## src/rtl/ccip_req_mux_if.sv

```systemverilog
// Bundle of the client request ports, the merged upstream request port and the
// response path of ccip_req_mux. The mux sits on the slave side.
interface ccip_req_mux_if #(
  parameter int N_CH    = 4,
  parameter int HDR_W   = 64,
  parameter int MDATA_W = 16,
  parameter int RSP_W   = 512
);
  logic [N_CH-1:0]         ch_req_valid;
  logic [N_CH*HDR_W-1:0]   ch_req_hdr;
  logic [N_CH*MDATA_W-1:0] ch_req_mdata;
  logic [N_CH-1:0]         ch_req_almfull;
  logic                    out_req_valid;
  logic [HDR_W-1:0]        out_req_hdr;
  logic [MDATA_W-1:0]      out_req_mdata;
  logic                    out_almfull;
  logic                    rsp_in_valid;
  logic [MDATA_W-1:0]      rsp_in_mdata;
  logic [RSP_W-1:0]        rsp_in_data;
  logic [N_CH-1:0]         ch_rsp_valid;
  logic [MDATA_W-1:0]      ch_rsp_mdata;
  logic [RSP_W-1:0]        ch_rsp_data;
  logic [N_CH-1:0]         err_overflow;
  logic                    err_bad_tag;

  modport master (
    output ch_req_valid, ch_req_hdr, ch_req_mdata, out_almfull,
           rsp_in_valid, rsp_in_mdata, rsp_in_data,
    input  ch_req_almfull, out_req_valid, out_req_hdr, out_req_mdata,
           ch_rsp_valid, ch_rsp_mdata, ch_rsp_data, err_overflow, err_bad_tag
  );

  modport slave (
    input  ch_req_valid, ch_req_hdr, ch_req_mdata, out_almfull,
           rsp_in_valid, rsp_in_mdata, rsp_in_data,
    output ch_req_almfull, out_req_valid, out_req_hdr, out_req_mdata,
           ch_rsp_valid, ch_rsp_mdata, ch_rsp_data, err_overflow, err_bad_tag
  );
endinterface

```

## src/rtl/ccip_req_mux.sv

```systemverilog
// N-channel CCI-P request mux: per-channel FIFOs, round-robin merge with the
// channel ID in the top mdata bits, and tag-steered response demux.
module ccip_req_mux #(
  parameter int N_CH          = 4,
  parameter int HDR_W         = 64,
  parameter int MDATA_W       = 16,
  parameter int RSP_W         = 512,
  parameter int FIFO_DEPTH    = 8,
  parameter int ALMFULL_SLACK = 2
) (
  input logic           pClk,
  input logic           pReset_n,
  ccip_req_mux_if.slave bus
);
  localparam int CH_W  = $clog2(N_CH);
  localparam int LO_W  = MDATA_W - CH_W;
  localparam int ENT_W = HDR_W + LO_W;
  localparam int AW    = $clog2(FIFO_DEPTH);
  localparam int CNT_W = AW + 1;
  localparam logic [CNT_W-1:0] ALMFULL_THR = CNT_W'(FIFO_DEPTH - ALMFULL_SLACK);
  localparam logic [CNT_W-1:0] FULL_CNT    = CNT_W'(FIFO_DEPTH);

  logic [ENT_W-1:0]       headEntry [N_CH];
  logic [ENT_W-1:0]       popEntry;
  logic [N_CH-1:0]        notEmpty;
  logic [N_CH-1:0]        popCh;
  logic [N_CH-1:0]        chAlmfull;
  logic [N_CH-1:0]        chOverflow;
  logic [N_CH*CH_W-1:0]   unusedMdataTop;
  logic                   almfullQ;
  logic [CH_W-1:0]        rrPtr;
  logic [CH_W-1:0]        grantCh;
  logic [CH_W-1:0]        searchIdx;
  logic                   grantValid;

  for (genvar g = 0; g < N_CH; g++) begin : gCh
    logic [ENT_W-1:0] mem [FIFO_DEPTH];
    logic [AW-1:0]    wrPtr;
    logic [AW-1:0]    rdPtr;
    logic [CNT_W-1:0] count;
    logic             full;
    logic             wrEn;
    logic             almFull;
    logic             ovf;

    // A full FIFO still accepts a write in the same cycle it is popped.
    assign full = (count == FULL_CNT);
    assign wrEn = bus.ch_req_valid[g] && (!full || popCh[g]);

    always_ff @(posedge pClk) begin
      if (wrEn) begin
        mem[wrPtr] <= {bus.ch_req_hdr[g*HDR_W +: HDR_W], bus.ch_req_mdata[g*MDATA_W +: LO_W]};
      end
    end

    always_ff @(posedge pClk or negedge pReset_n) begin
      if (!pReset_n) begin
        wrPtr   <= '0;
        rdPtr   <= '0;
        count   <= '0;
        almFull <= 1'b0;
        ovf     <= 1'b0;
      end else begin
        if (wrEn) wrPtr <= wrPtr + 1'b1;
        if (popCh[g]) rdPtr <= rdPtr + 1'b1;
        case ({wrEn, popCh[g]})
          2'b10:   count <= count + 1'b1;
          2'b01:   count <= count - 1'b1;
          default: count <= count;
        endcase
        almFull <= (count >= ALMFULL_THR);
        if (bus.ch_req_valid[g] && !wrEn) ovf <= 1'b1;
      end
    end

    assign notEmpty[g]   = (count != '0);
    assign headEntry[g]  = mem[rdPtr];
    assign chAlmfull[g]  = almFull;
    assign chOverflow[g] = ovf;
    assign unusedMdataTop[g*CH_W +: CH_W] = bus.ch_req_mdata[g*MDATA_W + LO_W +: CH_W];
  end

  assign bus.ch_req_almfull = chAlmfull;
  assign bus.err_overflow   = chOverflow;

  // First non-empty channel at or after rrPtr, wrapping at N_CH.
  always_comb begin
    grantValid = 1'b0;
    grantCh    = '0;
    searchIdx  = '0;
    for (int i = 0; i < N_CH; i++) begin
      searchIdx = CH_W'((int'(rrPtr) + i) % N_CH);
      if (!grantValid && !almfullQ && notEmpty[searchIdx]) begin
        grantValid = 1'b1;
        grantCh    = searchIdx;
      end
    end
  end

  always_comb begin
    popCh = '0;
    if (grantValid) popCh[grantCh] = 1'b1;
  end

  assign popEntry = headEntry[grantCh];

  always_ff @(posedge pClk or negedge pReset_n) begin
    if (!pReset_n) begin
      almfullQ          <= 1'b0;
      rrPtr             <= '0;
      bus.out_req_valid <= 1'b0;
      bus.out_req_hdr   <= '0;
      bus.out_req_mdata <= '0;
    end else begin
      almfullQ          <= bus.out_almfull;
      bus.out_req_valid <= grantValid;
      if (grantValid) begin
        bus.out_req_hdr   <= popEntry[ENT_W-1 -: HDR_W];
        bus.out_req_mdata <= {grantCh, popEntry[LO_W-1:0]};
        rrPtr             <= (grantCh == CH_W'(N_CH - 1)) ? '0 : grantCh + 1'b1;
      end
    end
  end

  logic [CH_W-1:0] rspTag;
  logic [N_CH-1:0] rspOneHot;
  logic            rspTagOk;

  assign rspTag = bus.rsp_in_mdata[MDATA_W-1 -: CH_W];

  // A tag matching no channel yields an all-zero one-hot and is dropped.
  always_comb begin
    rspOneHot = '0;
    for (int i = 0; i < N_CH; i++) begin
      if (rspTag == CH_W'(i)) rspOneHot[i] = 1'b1;
    end
  end

  assign rspTagOk = |rspOneHot;

  always_ff @(posedge pClk or negedge pReset_n) begin
    if (!pReset_n) begin
      bus.ch_rsp_valid <= '0;
      bus.ch_rsp_mdata <= '0;
      bus.ch_rsp_data  <= '0;
      bus.err_bad_tag  <= 1'b0;
    end else begin
      bus.ch_rsp_valid <= bus.rsp_in_valid ? rspOneHot : '0;
      if (bus.rsp_in_valid && rspTagOk) begin
        bus.ch_rsp_mdata <= {{CH_W{1'b0}}, bus.rsp_in_mdata[LO_W-1:0]};
        bus.ch_rsp_data  <= bus.rsp_in_data;
      end
      if (bus.rsp_in_valid && !rspTagOk) bus.err_bad_tag <= 1'b1;
    end
  end
endmodule
```

## src/flat_wrapper.sv

```systemverilog
// flat-port wrapper written by rule: the top's interface ports become plain ports
module ccip_req_mux_flat 
#(
  parameter int N_CH          = 4,
  parameter int HDR_W         = 64,
  parameter int MDATA_W       = 16,
  parameter int RSP_W         = 512,
  parameter int FIFO_DEPTH    = 8,
  parameter int ALMFULL_SLACK = 2
)
  (pClk, pReset_n, bus_ch_req_valid, bus_ch_req_hdr, bus_ch_req_mdata, bus_out_almfull, bus_rsp_in_valid, bus_rsp_in_mdata, bus_rsp_in_data, bus_ch_req_almfull, bus_out_req_valid, bus_out_req_hdr, bus_out_req_mdata, bus_ch_rsp_valid, bus_ch_rsp_mdata, bus_ch_rsp_data, bus_err_overflow, bus_err_bad_tag);
  ccip_req_mux_if #(.N_CH(N_CH), .HDR_W(HDR_W), .MDATA_W(MDATA_W), .RSP_W(RSP_W)) bus_i ();
  input logic pClk;
  input logic pReset_n;
  input wire logic [$bits(bus_i.ch_req_valid)-1:0] bus_ch_req_valid;
  input wire logic [$bits(bus_i.ch_req_hdr)-1:0] bus_ch_req_hdr;
  input wire logic [$bits(bus_i.ch_req_mdata)-1:0] bus_ch_req_mdata;
  input wire logic [$bits(bus_i.out_almfull)-1:0] bus_out_almfull;
  input wire logic [$bits(bus_i.rsp_in_valid)-1:0] bus_rsp_in_valid;
  input wire logic [$bits(bus_i.rsp_in_mdata)-1:0] bus_rsp_in_mdata;
  input wire logic [$bits(bus_i.rsp_in_data)-1:0] bus_rsp_in_data;
  output wire logic [$bits(bus_i.ch_req_almfull)-1:0] bus_ch_req_almfull;
  output wire logic [$bits(bus_i.out_req_valid)-1:0] bus_out_req_valid;
  output wire logic [$bits(bus_i.out_req_hdr)-1:0] bus_out_req_hdr;
  output wire logic [$bits(bus_i.out_req_mdata)-1:0] bus_out_req_mdata;
  output wire logic [$bits(bus_i.ch_rsp_valid)-1:0] bus_ch_rsp_valid;
  output wire logic [$bits(bus_i.ch_rsp_mdata)-1:0] bus_ch_rsp_mdata;
  output wire logic [$bits(bus_i.ch_rsp_data)-1:0] bus_ch_rsp_data;
  output wire logic [$bits(bus_i.err_overflow)-1:0] bus_err_overflow;
  output wire logic [$bits(bus_i.err_bad_tag)-1:0] bus_err_bad_tag;
  assign bus_i.ch_req_valid = bus_ch_req_valid;
  assign bus_i.ch_req_hdr = bus_ch_req_hdr;
  assign bus_i.ch_req_mdata = bus_ch_req_mdata;
  assign bus_i.out_almfull = bus_out_almfull;
  assign bus_i.rsp_in_valid = bus_rsp_in_valid;
  assign bus_i.rsp_in_mdata = bus_rsp_in_mdata;
  assign bus_i.rsp_in_data = bus_rsp_in_data;
  assign bus_ch_req_almfull = bus_i.ch_req_almfull;
  assign bus_out_req_valid = bus_i.out_req_valid;
  assign bus_out_req_hdr = bus_i.out_req_hdr;
  assign bus_out_req_mdata = bus_i.out_req_mdata;
  assign bus_ch_rsp_valid = bus_i.ch_rsp_valid;
  assign bus_ch_rsp_mdata = bus_i.ch_rsp_mdata;
  assign bus_ch_rsp_data = bus_i.ch_rsp_data;
  assign bus_err_overflow = bus_i.err_overflow;
  assign bus_err_bad_tag = bus_i.err_bad_tag;
  ccip_req_mux #(.N_CH(N_CH), .HDR_W(HDR_W), .MDATA_W(MDATA_W), .RSP_W(RSP_W), .FIFO_DEPTH(FIFO_DEPTH), .ALMFULL_SLACK(ALMFULL_SLACK)) u_core (.pClk(pClk), .pReset_n(pReset_n), .bus(bus_i));
endmodule
```

## config.mk

```make
export PLATFORM = sky130hd
export DESIGN_NAME = ccip_req_mux_flat
export DESIGN_NICKNAME = d
export VERILOG_FILES = /design/src/rtl/ccip_req_mux_if.sv /design/src/rtl/ccip_req_mux.sv /design/src/flat_wrapper.sv
export SDC_FILE = /design/constraint.sdc
export NUM_CORES = 2
export LEC_CHECK = 0
export ABC_AREA = 1
export BUFFER_PORTS_ARGS = -buffer_cell sky130_fd_sc_hd__clkbuf_2
export CORE_AREA = 2 2 575 577
export DETAILED_ROUTE_END_ITERATION = 8
export DIE_AREA = 0 0 577 579
export SLEW_MARGIN = 20
export SYNTH_ARGS = -nofsm -noshare
export SYNTH_HDL_FRONTEND = slang
export SYNTH_SLANG_ARGS = --single-unit
export TNS_END_PERCENT = 30
```

## constraint.sdc

```tcl
create_clock -name pClk -period 9.58 [get_ports pClk]
set_input_delay 0.479 -clock pClk [delete_from_list [all_inputs] [get_ports pClk]]
set_output_delay 0.479 -clock pClk [all_outputs]
set_load 0.005 [all_outputs]
```

**After elaboration in Yosys (flattened, before gate mapping)**

Memories as Yosys holds them, arrays and structs flattened.
Index checks and enable logic that the tools add are counted.

- Memory bits (read-only): 0
- Memory bits (writable): 2496
- Bits in latches: 0
- Memories: 4
- Input bits: 856
- Bits in registers: 663

Memories:

| name | words | bits a word | rd ports | clocked after Yosys merged registers in | wr ports | line | text |
|---|---|---|---|---|---|---|---|
| u_core.gCh[0].mem | 8 | 78 | 1 | 0 | 1 | ccip_req_mux.sv:37 | `logic [ENT_W-1:0] mem [FIFO_DEPTH];` |
| u_core.gCh[1].mem | 8 | 78 | 1 | 0 | 1 | ccip_req_mux.sv:37 |  |
| u_core.gCh[2].mem | 8 | 78 | 1 | 0 | 1 | ccip_req_mux.sv:37 |  |
| u_core.gCh[3].mem | 8 | 78 | 1 | 0 | 1 | ccip_req_mux.sv:37 |  |

- Divide/modulo/power cells: 0
- $lt $le $gt $ge: 11
- $add $sub $neg: 20
- Bitwise operators: 1
- Shift operators: 0
- Reductions and logical operators: 45
- Equal/unequal tests: 16
- $mul: 0
- Muxes and demuxes: 40

Operators with widths:

| operator | count |
|---|---|
| binary-select mux 78 bit (select 2 bit) | 1 |
| 2-to-1 mux 78 bit | 2 |
| case mux 4 bit (2 select lines) | 4 |
| adder 3 x 1 -> 3 bit, second input constant | 8 |
| 2-to-1 mux 1 bit | 21 |
| logical AND 1 bit | 18 |
| adder 4 x 1 -> 4 bit, second input constant | 4 |
| equality test 4 bit, second input constant | 4 |
| greater-or-equal comparator 4 x 3 -> 1 bit, second input constant | 4 |
| nonzero test 4 bit | 4 |
| subtractor 4 x 1 -> 4 bit, second input constant | 4 |
| < comparator 2 x 3 -> 1 bit, second input constant | 5 |
| equality test 2 bit, second input constant | 7 |
| zero test 1 bit | 13 |
| equality test 2 x 1 -> 1 bit, second input constant | 5 |
| 2-to-1 mux 2 bit | 5 |
| binary-select mux 1 bit (select 2 bit) | 4 |
| 2-to-1 mux 4 bit | 2 |
| nonzero test 2 bit | 4 |
| adder 2 x 1 -> 2 bit, second input constant | 2 |
| adder 2 bit, second input constant | 2 |
| logical OR 1 bit | 4 |
| OR reduction 4 bit | 1 |
| greater-or-equal comparator 3 bit, second input constant | 1 |
| 4 further kinds | 4 |

**Depth between registers and ports, before layout**

- Word-level depth: 26
- Gate-level depth with buffers: 26
- Depth with buffers taken out: 24

**Worst setup path before layout**

Ideal clock, no wire load.

- Kind: reg-to-reg
- From: register u_core.rrPtr[0]
- To: memory u_core.gCh[0].mem[0][0] in the netlist's numbering (enable)
- Required time: 8.969 ns
- Setup slack: 1.388 ns
- Period minus slack after synthesis: 8.192 ns
- Data arrival time: 7.582 ns
- Cell stages (with the launch flop): 16
- Cells stage by stage: dfrtp_1 > buf_6 > xor2_4 > a21oi_1 > nand3_2 > nand4_2 > nand2_4 > nand2_4 > buf_6 > buf_6 > ha_1 > nand2_1 > nand3_2 > nand2_1 > buf_2 > nor3_1

- Cells in the longest elaborated chain, start to end: 25
- Elaborated cells on any way between the ends: 39

Ends and longest elaborated chain:

| item | line | text |
|---|---|---|
| from (decl) | ccip_req_mux.sv:31 | `logic [CH_W-1:0] rrPtr;` |
| from (signal assigned) | ccip_req_mux.sv:120 | `rrPtr <= (grantCh == CH_W'(N_CH - 1)) ? '0 : grantCh + 1'b1;` |
| binary-select mux 1 bit (select 2 bit) | ccip_req_mux.sv:93 | `if (!grantValid && !almfullQ && notEmpty[searchIdx]) begin` |
| 2-to-1 mux 1 bit (implied by the code) | ccip_req_mux.sv:93 |  |
| logical AND 1 bit | ccip_req_mux.sv:93 |  |
| 2-to-1 mux 1 bit | ccip_req_mux.sv:93 |  |
| zero test 1 bit | ccip_req_mux.sv:93 |  |
| logical AND 1 bit (2 in series) | ccip_req_mux.sv:93 |  |
| 2-to-1 mux 1 bit | ccip_req_mux.sv:93 |  |
| zero test 1 bit | ccip_req_mux.sv:93 |  |
| [8 not listed] | - |  |
| logical AND 1 bit (implied by the code) | ccip_req_mux.sv:102 | `if (grantValid) popCh[grantCh] = 1'b1;` |
| 2-to-1 mux 1 bit (implied by the code) | ccip_req_mux.sv:102 |  |
| demux 1 bit (select 2 bit) | - |  |
| 2-to-1 mux 4 bit (*) | ccip_req_mux.sv:102 |  |
| logical OR 1 bit (*) | ccip_req_mux.sv:48 | `assign wrEn = bus.ch_req_valid[g] && (!full \|\| popCh[g]);` |
| logical AND 1 bit (*) | ccip_req_mux.sv:48 |  |
| 2-to-1 mux 1 bit (*) | ccip_req_mux.sv:51 | `if (wrEn) begin` |
| 2-to-1 mux 1 bit (implied by the code) (*) | ccip_req_mux.sv:52 | `mem[wrPtr] <= {bus.ch_req_hdr[g*HDR_W +: HDR_W], bus.ch_req_mdata[g*MDATA_W +: LO_W]};` |
| to (decl) | ccip_req_mux.sv:37 |  |

Mark *: on every way between the ends. The rest lies on a longest branch, timed or not. The select of a mux whose other input is x is not followed.

**Worst setup path in the final report**

- From: register u_core.rrPtr[0]
- To: memory u_core.gCh[2].mem[2][55] in the netlist's numbering (enable)

- Cells in the longest elaborated chain, start to end: 25
- Elaborated cells on any way between the ends: 39

Ends and longest elaborated chain:

| item | line |
|---|---|
| binary-select mux 1 bit (select 2 bit) | ccip_req_mux.sv:93 |
| 2-to-1 mux 1 bit (implied by the code) | ccip_req_mux.sv:93 |
| logical AND 1 bit | ccip_req_mux.sv:93 |
| 2-to-1 mux 1 bit | ccip_req_mux.sv:93 |
| zero test 1 bit | ccip_req_mux.sv:93 |
| logical AND 1 bit (2 in series) | ccip_req_mux.sv:93 |
| 2-to-1 mux 1 bit | ccip_req_mux.sv:93 |
| zero test 1 bit | ccip_req_mux.sv:93 |
| [8 not listed] | - |
| logical AND 1 bit (implied by the code) | ccip_req_mux.sv:102 |
| 2-to-1 mux 1 bit (implied by the code) | ccip_req_mux.sv:102 |
| demux 1 bit (select 2 bit) | - |
| 2-to-1 mux 4 bit (*) | ccip_req_mux.sv:102 |
| logical OR 1 bit (*) | ccip_req_mux.sv:48 |
| logical AND 1 bit (*) | ccip_req_mux.sv:48 |
| 2-to-1 mux 1 bit (*) | ccip_req_mux.sv:51 |
| 2-to-1 mux 1 bit (implied by the code) (*) | ccip_req_mux.sv:52 |
| to (decl) | ccip_req_mux.sv:37 |

Marked as above.

==> metrics <==
Routed WL=roughly 540000 um; Yosys top cell by area=edfxtp_1; min-delay worst type=in -> async; crit-path max FO=103; Buffers on Ports=roughly 1500; dominant cell by count in the synthesized netlist=nand2_1; Critical Path Start Type=register; fin crit period=6.46 ns; Final Skew=0.0632 ns; status=finished clean; Starting Density=between 30 and 40%; fin. max-slew vios=0; vias in the first global route=87000; setup ws final=approximately 3.1 ns; Routability Congestion=1.03; worst-skew pair later-pin latency=between 0.9 and 1 ns; Max-slew headroom=13.8%; DRC=0; max cap viols=0; hpwl dp=392000 um; wire per inst=32.7 um; largest family of logic cells by synthesized area=simple AND/OR/NAND/NOR gates; Setup CP Type=reg -> reg; initial drt markers=approximately 10000; final period utilization=67.5%; top post-synthesis cells by area=edfxtp_1 61%, dfrtp_1 13%, nand2_1 8.6%, o21ai_0 2.6%, mux2i_1 2.5%; CTS H-tree lvls=5; IO Pins=1478; Net count, final=12600; Peak VDD IR=0.260 mV; Max clock buf depth=4; fraction of layout cells with a size suffix above 1=between 15 and 20%; Synth Area in Adders=0.261%; XOR/XNOR Fraction of Synth Area=less than 1%; pre-CTS setup slack=about 3.1 ns; Yosys reg bits=around 3200; GRT Total Usage=a little under a third; Synth Area per Inst=12.8 um2; CTS clk-pin slew, worst paths=0.06 ns; clock sink count=3159; first-pass GRT wire length=721000 um; die width=roughly 580 um; CTS Buf Count=348; Pleak=60.6 nW; Post-Syn Instances=between 9000 and 10000; Post-synth EDFFs=between 2000 and 2500; Warnings, synthesis=0; Compound-Gate Fraction of Synth Area=around 8.7%; most common library cells after synthesis=2842 x nand2_1, 2496 x edfxtp_1, 663 x dfrtp_1, 631 x o21ai_0, 426 x clkbuf_1; fin cells=16600; RSZ-0062 raised after global routing=no; DIE AREA=around 330000 um2; mapped cell area=~120000 um2; Synth Area in Simple Gates=11.6%; CP Data Required Time=slightly above 10 ns; Pre-antenna DRT Iters=6; Antenna Nets Post-Route=0; CTS tree=built; Die Y=about 580 um; Root Buffer=clkbuf_16; CTS Hold Bufs=801; GRT overflow=0; final setup fails=0; Fmax=0.155 GHz; via/cell ratio=roughly 5.5; core area=329000 um2; sequential share of the synthesized area=74.0%; Layout area overhead=25.2%; Fin. Hold Viols=0; Critical Path AT=7.04 ns; Crit. End Element=register; pwr dens=301 nW/um2; Distinct cells, synth=37; ys async rst share=21.0%; largest net degree at the start of global routing=228; Slew @ Worst Pin=1.28 ns; Primary FF master, synth=edfxtp_1; initial antenna violation count=around 360; site row count=211; Vias=90700; TNS Setup=0 ns; setup repair bufs after CTS=0; post-CTS sizing=0; post-synthesis mux area share=2.52%; Post-Place Cells=15000; top cell type's share of synthesized area=between 60% and 70%
## layout make-up
class	count	area, um2
Fill cell	29600	174000
Sequential cell	3159	91600
Inverter	149	597
Antenna cell	146	365
Multi-Input combinational cell	5692	29000
Timing Repair Buffer	2412	16600
Clock buffer	474	9670
Clock inverter	155	1590
Tap cell	4366	5460
## cell families (layout without fill, tap and decap cells)
logic type | Yosys count | after routing
compound gates | 1671 | 1671
simple gates | 3658 | 3658
xor+xnor | 25 | 25
flops | 3159 | 3159
fa+ha+maj | 24 | 24
buf+inv | 814 | 3190
other cells | 1 | 148
mux | 312 | 312
## registers in the layout, indices dropped and copies added, names as in the netlist
register,count
u_core.bus.ch_rsp_valid,4
u_core.gCh.almFull,4
u_core.bus.out_req_valid,1
u_core.gCh.mem,2496
u_core.bus.out_req_mdata,16
u_core.rrPtr,2
u_core.gCh.count,16
u_core.bus.ch_rsp_data,512
u_core.bus.out_req_hdr,64
u_core.gCh.ovf,4
u_core.gCh.rdPtr,12
u_core.bus.ch_rsp_mdata,14
u_core.bus.err_bad_tag,1
u_core.almfullQ,1
u_core.gCh.wrPtr,12
## placed cells by master, fill, tap and decap left out, drive strengths merged, types with 21 or more instances in the layout
master,Yosys,routed
a21oi,398,398
ha,21,21
a32oi,312,312
buf,239,146
clkinv,0,111
dfrtp,663,663
dlygate4sd3,0,801
nor3,28,28
diode,0,146
inv,149,160
o21ai,638,638
bufinv,0,21
clkbuf,426,1939
nor2,425,425
o221ai,312,312
nand2,2852,2852
edfxtp,2496,2496
nand3,343,343
mux2i,312,312
## path summary, 6_finish.rpt
check                      slack (ns)                                 endpoint                               start  depth (start not counted)
max                              3.12       u_core.gCh[2].mem[2][55]$_DFFE_PP_         u_core.rrPtr[0]$_DFFE_PN0N_                         14
min                              0.04   u_core.bus.out_req_hdr[63]$_DFFE_PN0N_                            pReset_n                          2
max reg2reg                      3.12       u_core.gCh[2].mem[2][55]$_DFFE_PP_         u_core.rrPtr[0]$_DFFE_PN0N_                         14
min reg2reg                      0.38       u_core.bus.err_bad_tag$_DFFE_PN0P_  u_core.bus.err_bad_tag$_DFFE_PN0P_                          0
max in group asynchronous        7.39  u_core.bus.ch_rsp_data[433]$_DFFE_PN0P_                            pReset_n                          4
min in group pClk                0.04  u_core.bus.ch_rsp_data[508]$_DFFE_PN0P_                bus_rsp_in_data[508]                          3
## report_power, final
part           internal (mW)  total (mW)  leakage (nW)  switching, mW
Combinational           4.04        15.2          24.4           11.1
Sequential              17.0        18.2          30.7           1.19
Clock                   7.67        13.3          5.49           5.63
## layer usage
metal  global-route usage (%)  up-vias  part of all wire (%)
met4                     19.4       88                   7.2
met5                        0        -                 0.096
met2                     49.1     4791                    46
met3                     8.58     1188                   9.5
met1                     39.1    45300                    38
li1                         -    39300                     -
## through the flow
stage / power (mW) / area [um2] / hold WS, ns / util [%]
6_report: 46.6 / 155000 / 0.0423 / 47.1
5_1_grt: 48.5 / 155000 / 0.00160 / 47.1
4_1_cts: 46.6 / 154000 / 0.00359 / 47.0
3_5_place_dp: 33.0 / 135000 / 0.372 / 41.1
3_3_place_gp: 32.6 / 135000 / 0.366 / 41.1
2_1_floorplan: 26.4 / 124000 / 0.183 / -
## worst max-delay path, cell delays in order (launching register included)
cell and delay (ns):
dfrtp_1 0.69, inv_2 0.15, nand3_1 0.12, nand2_1 0.12
nand2_1 0.09, nand2_1 0.12, nand4_1 0.22, nand3_4 0.78
nand2_8 1.00, ha_1 0.30, nand2_2 0.14, nand4_1 0.28
nand3_1 0.38, nor2_4 0.91, buf_4 0.59
No activity file was read; power rests on OpenSTA's default activity.
